`src/rtl/lsu_axi4_master.sv`:
```
// ---------------------------------------------------------------------------
// lsu_axi4_master
//
// Single-outstanding AXI4 initiator. Converts the LSU request/response port
// into single-beat AXI4 read or write transactions, one at a time, towards
// the system crossbar (timer, UART and other memory-mapped responders).
//
// Parameters:
//   AXI_ID          ID driven on arid/awid and expected back on rid/bid
//   TIMEOUT_CYCLES  response watchdog limit (only with LSU_AXI_TIMEOUT_EN)
//
// Optional feature (compile-time macro LSU_AXI_TIMEOUT_EN):
//   When defined, a watchdog aborts any transaction that stays outside IDLE
//   for TIMEOUT_CYCLES cycles. The aborted transaction completes with
//   resp_err=1 and resp_rdata=0. When undefined, the block waits forever.
//
// Ports:
//   clk, rst                        clock, synchronous active-high reset
//   req_valid/req_ready             LSU request handshake
//   req_wen                         1=write, 0=read
//   req_addr/req_wdata/req_wstrb    byte address, lane-aligned data, strobes
//   req_size                        AXI size code (0=B, 1=H, 2=W)
//   resp_valid                      one-cycle completion pulse
//   resp_rdata/resp_err             read data (0 for writes), error flag;
//                                   held until the next resp_valid
//   ar*/r*                          AXI4 read address / read data channels
//   aw*/w*/b*                       AXI4 write address / data / resp channels
// ---------------------------------------------------------------------------
module lsu_axi4_master #(
    parameter logic [3:0]  AXI_ID         = 4'd0,
    parameter int unsigned TIMEOUT_CYCLES = 1024
) (
    input  logic        clk,
    input  logic        rst,

    // LSU request side
    input  logic        req_valid,
    output logic        req_ready,
    input  logic        req_wen,
    input  logic [31:0] req_addr,
    input  logic [31:0] req_wdata,
    input  logic [3:0]  req_wstrb,
    input  logic [2:0]  req_size,

    // LSU response side
    output logic        resp_valid,
    output logic [31:0] resp_rdata,
    output logic        resp_err,

    // AXI4 read address channel
    output logic [31:0] araddr,
    output logic        arvalid,
    output logic [3:0]  arid,
    output logic [7:0]  arlen,
    output logic [2:0]  arsize,
    output logic [1:0]  arburst,
    input  logic        arready,

    // AXI4 read data channel
    input  logic [31:0] rdata,
    input  logic [1:0]  rresp,
    input  logic        rvalid,
    input  logic        rlast,
    input  logic [3:0]  rid,
    output logic        rready,

    // AXI4 write address channel
    output logic [31:0] awaddr,
    output logic        awvalid,
    output logic [3:0]  awid,
    output logic [7:0]  awlen,
    output logic [2:0]  awsize,
    output logic [1:0]  awburst,
    input  logic        awready,

    // AXI4 write data channel
    output logic [31:0] wdata,
    output logic [3:0]  wstrb,
    output logic        wvalid,
    output logic        wlast,
    input  logic        wready,

    // AXI4 write response channel
    input  logic [1:0]  bresp,
    input  logic        bvalid,
    input  logic [3:0]  bid,
    output logic        bready
);

    localparam logic [2:0] IDLE  = 3'd0;
    localparam logic [2:0] RADDR = 3'd1;
    localparam logic [2:0] RDATA = 3'd2;
    localparam logic [2:0] WREQ  = 3'd3;
    localparam logic [2:0] WRESP = 3'd4;

    logic [2:0]  state;
    logic [2:0]  state_nxt;

    logic [31:0] addr_q;
    logic [31:0] wdata_q;
    logic [3:0]  wstrb_q;
    logic [2:0]  size_q;

    logic        aw_done;
    logic        w_done;

    logic        accept;
    logic        ar_hs;
    logic        r_hs;
    logic        aw_hs;
    logic        w_hs;
    logic        b_hs;
    logic        write_addr_ok;
    logic        write_data_ok;
    logic        timeout;

    // Channel valids/readies are pure functions of the registered state, so
    // a reset drops all of them on the very next cycle.
    assign req_ready = (state == IDLE);
    assign arvalid   = (state == RADDR);
    assign rready    = (state == RDATA);
    assign awvalid   = (state == WREQ) && !aw_done;
    assign wvalid    = (state == WREQ) && !w_done;
    assign wlast     = wvalid;
    assign bready    = (state == WRESP);

    // Fixed single-beat INCR burst fields
    assign arlen   = 8'd0;
    assign awlen   = 8'd0;
    assign arburst = 2'b01;
    assign awburst = 2'b01;
    assign arid    = AXI_ID;
    assign awid    = AXI_ID;
    assign arsize  = size_q;
    assign awsize  = size_q;
    assign araddr  = addr_q;
    assign awaddr  = addr_q;
    assign wdata   = wdata_q;
    assign wstrb   = wstrb_q;

    assign accept = req_valid && req_ready;
    assign ar_hs  = arvalid && arready;
    assign r_hs   = rready && rvalid;
    assign aw_hs  = awvalid && awready;
    assign w_hs   = wvalid && wready;
    assign b_hs   = bready && bvalid;

    // A write channel counts as finished if it completed earlier or is
    // completing this cycle; both may finish in the same cycle.
    assign write_addr_ok = aw_done || aw_hs;
    assign write_data_ok = w_done || w_hs;

`ifdef LSU_AXI_TIMEOUT_EN
    logic [31:0] to_cnt;

    // Watchdog: restarts on every accepted request and counts each cycle
    // spent outside IDLE.
    always_ff @(posedge clk) begin
        if (rst) begin
            to_cnt <= 32'd0;
        end else if (accept) begin
            to_cnt <= 32'd0;
        end else if (state != IDLE) begin
            to_cnt <= to_cnt + 32'd1;
        end
    end

    // Fires in the TIMEOUT_CYCLES-th non-IDLE cycle. A genuine response
    // arriving in that same cycle wins over the abort.
    assign timeout = (state != IDLE) && (to_cnt == (TIMEOUT_CYCLES - 1)) &&
                     !r_hs && !b_hs;
`else
    logic unused_timeout_cfg;

    assign timeout            = 1'b0;
    // Keeps the watchdog parameter referenced when the feature is compiled out.
    assign unused_timeout_cfg = (TIMEOUT_CYCLES != 0);
`endif

    // Next-state logic for the transaction FSM
    always_comb begin
        state_nxt = state;
        case (state)
            IDLE: begin
                if (accept) begin
                    state_nxt = req_wen ? WREQ : RADDR;
                end
            end
            RADDR: begin
                if (ar_hs) begin
                    state_nxt = RDATA;
                end
            end
            RDATA: begin
                if (r_hs) begin
                    state_nxt = IDLE;
                end
            end
            WREQ: begin
                if (write_addr_ok && write_data_ok) begin
                    state_nxt = WRESP;
                end
            end
            WRESP: begin
                if (b_hs) begin
                    state_nxt = IDLE;
                end
            end
            default: begin
                state_nxt = IDLE;
            end
        endcase
        if (timeout) begin
            state_nxt = IDLE;
        end
    end

    // State register and write-channel completion flags
    always_ff @(posedge clk) begin
        if (rst) begin
            state   <= IDLE;
            aw_done <= 1'b0;
            w_done  <= 1'b0;
        end else begin
            state <= state_nxt;
            if (accept) begin
                aw_done <= 1'b0;
                w_done  <= 1'b0;
            end else begin
                if (aw_hs) begin
                    aw_done <= 1'b1;
                end
                if (w_hs) begin
                    w_done <= 1'b1;
                end
            end
        end
    end

    // Request capture; the AXI address/data outputs hold these values stable
    // for the whole transaction.
    always_ff @(posedge clk) begin
        if (rst) begin
            addr_q  <= 32'd0;
            wdata_q <= 32'd0;
            wstrb_q <= 4'd0;
            size_q  <= 3'd0;
        end else if (accept) begin
            addr_q  <= req_addr;
            wdata_q <= req_wdata;
            wstrb_q <= req_wstrb;
            size_q  <= req_size;
        end
    end

    // Completion pulse, registered so it coincides with the first IDLE cycle
    // after the R/B handshake. Data and error are held until the next pulse.
    always_ff @(posedge clk) begin
        if (rst) begin
            resp_valid <= 1'b0;
            resp_rdata <= 32'd0;
            resp_err   <= 1'b0;
        end else begin
            resp_valid <= 1'b0;
            if (r_hs) begin
                resp_valid <= 1'b1;
                resp_rdata <= rdata;
                resp_err   <= (rresp != 2'b00) || (rid != AXI_ID) || !rlast;
            end else if (b_hs) begin
                resp_valid <= 1'b1;
                resp_rdata <= 32'd0;
                resp_err   <= (bresp != 2'b00) || (bid != AXI_ID);
            end else if (timeout) begin
                resp_valid <= 1'b1;
                resp_rdata <= 32'd0;
                resp_err   <= 1'b1;
            end
        end
    end

endmodule

```
`config.mk`:
```
export PLATFORM = sky130hd
export DESIGN_NAME = lsu_axi4_master
export DESIGN_NICKNAME = d
export VERILOG_FILES = /design/src/rtl/lsu_axi4_master.sv
export SDC_FILE = /design/constraint.sdc
export NUM_CORES = 1
export LEC_CHECK = 0
export BUFFER_PORTS_ARGS = -buffer_cell sky130_fd_sc_hd__buf_2
export CORE_AREA = 2 2 116 118
export CTS_CLUSTER_DIAMETER = 80
export DETAILED_ROUTE_END_ITERATION = 7
export DIE_AREA = 0 0 118 120
export PLACE_DENSITY = 0.72
export SYNTH_ARGS = -nofsm -noshare
export SYNTH_HDL_FRONTEND = slang
export SYNTH_SLANG_ARGS = --single-unit
```
`constraint.sdc`:
```
create_clock -name clk -period 1.55 [get_ports clk]
set_clock_uncertainty 0.2 [all_clocks]
set_input_delay 0.0775 -clock clk [delete_from_list [all_inputs] [get_ports clk]]
set_output_delay 0.0775 -clock clk [all_outputs]
set_load 0.05 [all_outputs]
```
==> impl_metrics.tcl, run 1 <==
set metrics [dict create \
    outcome "complete, but fails checks" \
    failed_checks "setup timing" \
    rrSetupSlack_ns -0.24 \
    vdd_drop_max_mv 0.565 \
    antenna_found_initial 1 \
    crit_type "reg -> reg" \
    crit_arrival_ns 1.87 \
    ys_seq_elements 110 \
    startpoint_type "flop" \
    die-area_um2 14200 \
    hold_path_depth 4 \
    final_nets 1025 \
    vias 5156 \
    yosysWarningCount 0 \
    drc 0 \
    grt_pass1_vias 4818 \
    met3_length_um 1030 \
    drive_gt1_frac 0.581 \
    finalMaxSlewViolations 0 \
    gp_congestion 0.779 \
    wire_per_inst_um 16.5 \
    worstPathRequired_ns 1.63 \
    synth.distinct_cells 28 \
    setup_ws_ns -0.243 \
    clkTransAtPathRegs_ns 0.07 \
    dr_wl_met2_um 9480 \
    cts_tree "done" \
    htree_levels 3 \
    hold_path_class "in -> reg" \
    synth_seq_area_share 0.502 \
    track_usage 0.220 \
    grt_start_max_net_pins 33 \
    cts-root-buf "clkbuf_16" \
    clockBufferDepth 2 \
    leakagePower_uw 0.00415 \
    firstDrtPassIters 4 \
    syn_area_um2 4380 \
    pre_cts_slack_ns -0.135 \
    die_x_um 118 \
    initial_utilization 0.338 \
    grt_pass1_wl_um 24700 \
    overflow 0 \
    finalWirelength_um 17800 \
    worst_hold_path.endpoint "resp_err$_SDFFE_PP0P_" \
    regToRegEndpoint "state[1]$_SDFFE_PP0P_" \
    die_h_um 120 \
    worstPathMaxFanout 5 \
    setup-violations-final 114 \
    met1_length_um 6760 \
    finalSetupTns_ns -11.09 \
    pin_count 300 \
    clkLatencyLatePin_ns 0.35 \
    nFillCells 954 \
    post-dp-hpwl_um 9350 \
    ant_nets 0 \
    vias_per_cell 4.77 \
    syn_inst 530 \
    min_from "rid[1]" \
    drt_iter0_drc 181 \
    r2r_cells 5 \
    r2r_start "state[0]$_SDFFE_PP0P_" \
    cts_made_buffers 9 \
    cp-end-kind "flop" \
    powerDensity_nw_per_um2 1040 \
    port_buffers 271 \
    rsz0062_at_grt "true" \
    min_period_over_period 1.16 \
    rows 42 \
    synthToLayoutAreaGrowth_pct 96.6 \
    min_period_ns 1.79 \
    coreArea_um2 13000 \
    fmax_mhz 558 \
    hold_violations 0 \
    avgSynthCellArea_um2 8.27 \
    highest_layer "met4" \
    cts_sinks 110 \
    cap_viol_max_count 0 \
]
## final cells by class
type | count | area, um^2 | area share
clock buffer | 12 | 256 | 0.0298
clock inverter | 4 | 45.0 | 0.00523
tap | 176 | 220 | 0.0255
timing repair buffer | 434 | 3300 | 0.383
sequential | 110 | 2210 | 0.257
inverter | 1 | 3.75 | 0.000435
antenna | 1 | 2.50 | 0.000290
multi-input combinational | 344 | 2570 | 0.299
## layer usage
| layer | vias to the layer above | track usage |
|---|---|---|
| met3 | 47 | 0.0480 |
| met4 | 0 | 0.0851 |
| met5 | - | 0 |
| met1 | 2474 | 0.249 |
| met2 | 237 | 0.404 |
| li1 | 2398 | - |
## worst max-delay path by stage
stage | cells after the start | endpoint | from
after floorplan | 7 | wdata[19]$_SDFFE_PP0P_ | state[0]$_SDFFE_PP0P_
after global placement | 5 | state[1]$_SDFFE_PP0P_ | state[1]$_SDFFE_PP0P_
after detailed placement | 5 | state[1]$_SDFFE_PP0P_ | state[1]$_SDFFE_PP0P_
after CTS | 5 | wvalid | state[0]$_SDFFE_PP0P_
after global routing | 8 | araddr[6]$_SDFFE_PP0P_ | state[2]$_SDFFE_PP0P_
final | 5 | state[1]$_SDFFE_PP0P_ | state[0]$_SDFFE_PP0P_
## metrics by stage
stage | hold slack, ns | utilization | cells | area (um^2) | power, uW
2_1_floorplan | 0.0135 | - | 556 | 4740 | 5100
4_1_cts | 0.0105 | 0.614 | 1080 | 7970 | 8670
3_3_place_gp | 0.119 | 0.457 | 933 | 5930 | 5580
5_1_grt | 0.0717 | 0.664 | 1082 | 8620 | 9260
6_report | 0.0570 | 0.664 | 1082 | 8620 | 8930
3_5_place_dp | 0.123 | 0.457 | 933 | 5930 | 5600
## synthesized netlist by cell type (all sizes together)
library cell / number / area share
and2: 2 / 0.0029
mux2i: 1 / 0.0023
nor4: 1 / 0.0014
o22a: 1 / 0.0020
clkbuf: 21 / 0.018
nand2: 144 / 0.12
and4bb: 1 / 0.0029
conb: 2 / 0.0017
inv: 1 / 0.00086
a211o: 1 / 0.0020
nor3b: 2 / 0.0034
a311o: 1 / 0.0023
nor2: 38 / 0.033
nand3b: 1 / 0.0017
nor4b: 3 / 0.0060
a21oi: 77 / 0.089
a22oi: 32 / 0.055
buf: 80 / 0.13
nor3: 5 / 0.0057
o221a: 1 / 0.0026
and3b: 1 / 0.0020
o21ai: 2 / 0.0023
or4: 2 / 0.0034
dfxtp: 110 / 0.50
## registers in the layout, indices dropped and copies added, names as in the netlist
register and cells:
wdata 32, resp_err 1, wstrb 4, araddr 32
resp_rdata 32, resp_valid 1, state 3, arsize 3
aw_done 1, w_done 1
## cells in the final DEF (no fill, tap or decap), drive strengths merged
master and n:
buf 326, nand2 144, dfxtp 110, dlygate4sd3 107
a21oi 77, nor2 38, a22oi 32, conb 28
clkbuf 13, nor3 5, clkinv 3, nor4b 3
and2 2, nor3b 2, o21ai 2, or4 2
diode 1, nand3b 1, and4bb 1, mux2i 1
a211o 1, o22a 1, and3b 1, inv 1
o221a 1, nor4 1, a311o 1, bufinv 1
## worst max-delay path: stages (launching register included)
cell and delay, ns:
dfxtp_4 0.36, buf_4 0.14, mux2i_1 0.12, a211o_1 0.34, or4_4 0.43, a21oi_2 0.13
## where the power goes
group          switching [uW]  internal (uW)  leakage (uW)
Combinational            2180           1230       0.00309
Clock                    1040           1340      0.000152
Sequential                132           3020      0.000901
Total                    3350           5590       0.00415
## what timing repair did
action / in CTS / in global routing
buffers inserted: 17 / 7
pin swaps: 23 / 112
endpoints found under the setup margin: 110 / 115
hold buffers: 107 / 0
endpoints found under the hold margin: 107 / 0
cloned: 9 / 1
resized for setup: 64 / 193
## kinds of logic (layout without fill, tap and decap cells)
group	Yosys count	in the layout	synth area share
and+or+nand+nor	200	200	0.185
buffers and inverters	102	451	0.154
AOI/OAI and AO/OA	115	115	0.155
DFF	110	110	0.502
other	2	29	0.00171
muxes	1	1	0.00228
Power figures use the tool's default switching activity.
==> run 2, diff against run 1 <==
--- a/config.mk
+++ b/config.mk
@@ -7,10 +7,11 @@
 export LEC_CHECK = 0
 export BUFFER_PORTS_ARGS = -buffer_cell sky130_fd_sc_hd__buf_2
 export CORE_AREA = 2 2 116 118
-export CTS_CLUSTER_DIAMETER = 80
+export CTS_CLUSTER_DIAMETER = 150
 export DETAILED_ROUTE_END_ITERATION = 7
 export DIE_AREA = 0 0 118 120
 export PLACE_DENSITY = 0.72
+export RECOVER_POWER = 50
 export SYNTH_ARGS = -nofsm -noshare
 export SYNTH_HDL_FRONTEND = slang
 export SYNTH_SLANG_ARGS = --single-unit
==> run 2 against run 1 <==
Against the previous run:
- the flow still finishes with violations (setup timing)
- largest power group unchanged
- largest cell class unchanged
- sequential cell count is the same
- register-to-register slack barely moved
- global-route usage stayed put
- worst hold slack got worse by 0.0035 ns
- combinational power is essentially flat
- utilization stayed put
- sequential power about the same
==> impl_metrics.tcl, run 2 (synthesis gave the netlist of run 1 again) <==
set metrics [dict create \
    grt_start_max_net_pins 33 \
    crit_chain "buf_4, mux2i_1, a211o_1, or4_4, a21oi_2" \
    gp_congestion 0.779 \
    firstDrtPassIters 4 \
    hold_path_class "in -> reg" \
    worstPathMaxFanout 5 \
    pre_cts_slack_ns -0.135 \
    cap_viol_max_count 0 \
    multi_input_area_um2 2570 \
    grt_pass1_vias 4818 \
    clkTransAtPathRegs_ns 0.07 \
    die_x_um 118 \
    finalMaxSlewViolations 0 \
    overflow 0 \
    min_period_over_period 1.16 \
    startpoint_type "flop" \
    max_slew_margin 0.605 \
    rows 42 \
    nFillCells 955 \
    setup-violations-final 114 \
    cp_slowest_cell "or4_4" \
    wire_per_inst_um 16.4 \
    most-common-layout-cells "buf_2 (193), dfxtp_1 (107), dlygate4sd3_1 (107), nand2_1 (77), clkbuf_2 (68)" \
    regArea_um2 2210 \
    cts-root-buf "clkbuf_16" \
    final_nets 1025 \
    hold_violations 0 \
    cts_sinks 110 \
    pin_count 300 \
    powerDensity_nw_per_um2 1040 \
    crit_arrival_ns 1.87 \
    coreArea_um2 13000 \
    outcome "complete, but fails checks" \
    finalNonFillerCells 1083 \
    fmax_mhz 558 \
    max_stage_delay_ns 0.43 \
    clkLatencyLatePin_ns 0.35 \
    leakagePower_uw 0.00409 \
    rsz0062_at_grt "true" \
    port_buffers 271 \
    drc 0 \
    clockBufferDepth 2 \
    ant_nets 0 \
    finalPower_uw 8940 \
    synthToLayoutAreaGrowth_pct 96.6 \
    vias_per_cell 4.76 \
    drive_gt1_frac 0.579 \
    worstPathRequired_ns 1.63 \
    dp_cells 933 \
    vdd_drop_max_mv 0.567 \
    crit_type "reg -> reg" \
    die-area_um2 14200 \
    track_usage 0.220 \
    vias 5160 \
    antenna_found_initial 1 \
    cts_made_buffers 9 \
    post-dp-hpwl_um 9350 \
    cts_tree "done" \
    grt_pass1_wl_um 24700 \
    finalWirelength_um 17700 \
    drt_iter0_drc 196 \
    htree_levels 3 \
    layout_commonest_cell "buf_2" \
    initial_utilization 0.338 \
    cp-end-kind "flop" \
    failed_checks "setup timing" \
    tightestPinTransition_ns 0.594 \
    setup_ws_ns -0.243 \
    die_h_um 120 \
    min_period_ns 1.79 \
]
## run 2: through the flow
stage / utilization / TNS (ns) / instance area, um^2 / hold WS [ns]
floorplan: - / -32.45 / 4740 / 0.0135
global placement: 0.457 / -3.93 / 5930 / 0.119
detailed placement: 0.457 / -7.18 / 5930 / 0.123
CTS: 0.614 / -9.51 / 7970 / 0.0105
global route: 0.664 / -20.76 / 8620 / 0.0717
finish: 0.664 / -10.97 / 8620 / 0.0534
## run 2: worst max-delay path: cells and delay by family, from the launching register on
kind,cells,cell delay [ns]
AOI/OAI and AO/OA,2,0.47
DFF,1,0.36
muxes,1,0.12
and+or+nand+nor,1,0.43
buffers and inverters,1,0.14
## run 2: area by class of cell
type | instances | area share
timing repair buffer | 434 | 0.383
clock buffer | 12 | 0.0298
inverter | 1 | 0.000435
sequential | 110 | 0.257
antenna | 2 | 0.000581
tap | 176 | 0.0255
multi-input combinational | 344 | 0.299
clock inverter | 4 | 0.00523
## run 2: final timing paths
check                                             from                      to  slack, ns  cells past startpoint
worst min register to register  wdata[17]$_SDFFE_PP0P_  wdata[17]$_SDFFE_PP0P_       0.26                      2
worst max-delay path             state[0]$_SDFFE_PP0P_   state[1]$_SDFFE_PP0P_      -0.24                      5
worst min-delay path                            rid[1]   resp_err$_SDFFE_PP0P_       0.05                      4
worst max register to register   state[0]$_SDFFE_PP0P_   state[1]$_SDFFE_PP0P_      -0.24                      5
## run 2: where the power goes
group          total, uW  internal (uW)  switching (uW)
registers           3160           3020             138
logic               3400           1220            2170
clock network       2380           1340            1040
## run 2: routing by layer
metal  vias up  routed length [um]  global-route usage
met1      2477                6800               0.249
li1       2401                   -                   -
met3        43                 934              0.0480
met4         0                 548              0.0851
met2       239                9460               0.404
met5         -                   0                   0
## run 2: what timing repair did
| action | in CTS | in global routing |
|---|---|---|
| setup buffers | 17 | 7 |
| hold buffers | 107 | 0 |
| gates cloned | 9 | 1 |
| pin swaps | 23 | 112 |
| hold endpoints to repair | 107 | 0 |
| setup endpoints to repair | 110 | 115 |
| gates resized for setup | 64 | 193 |
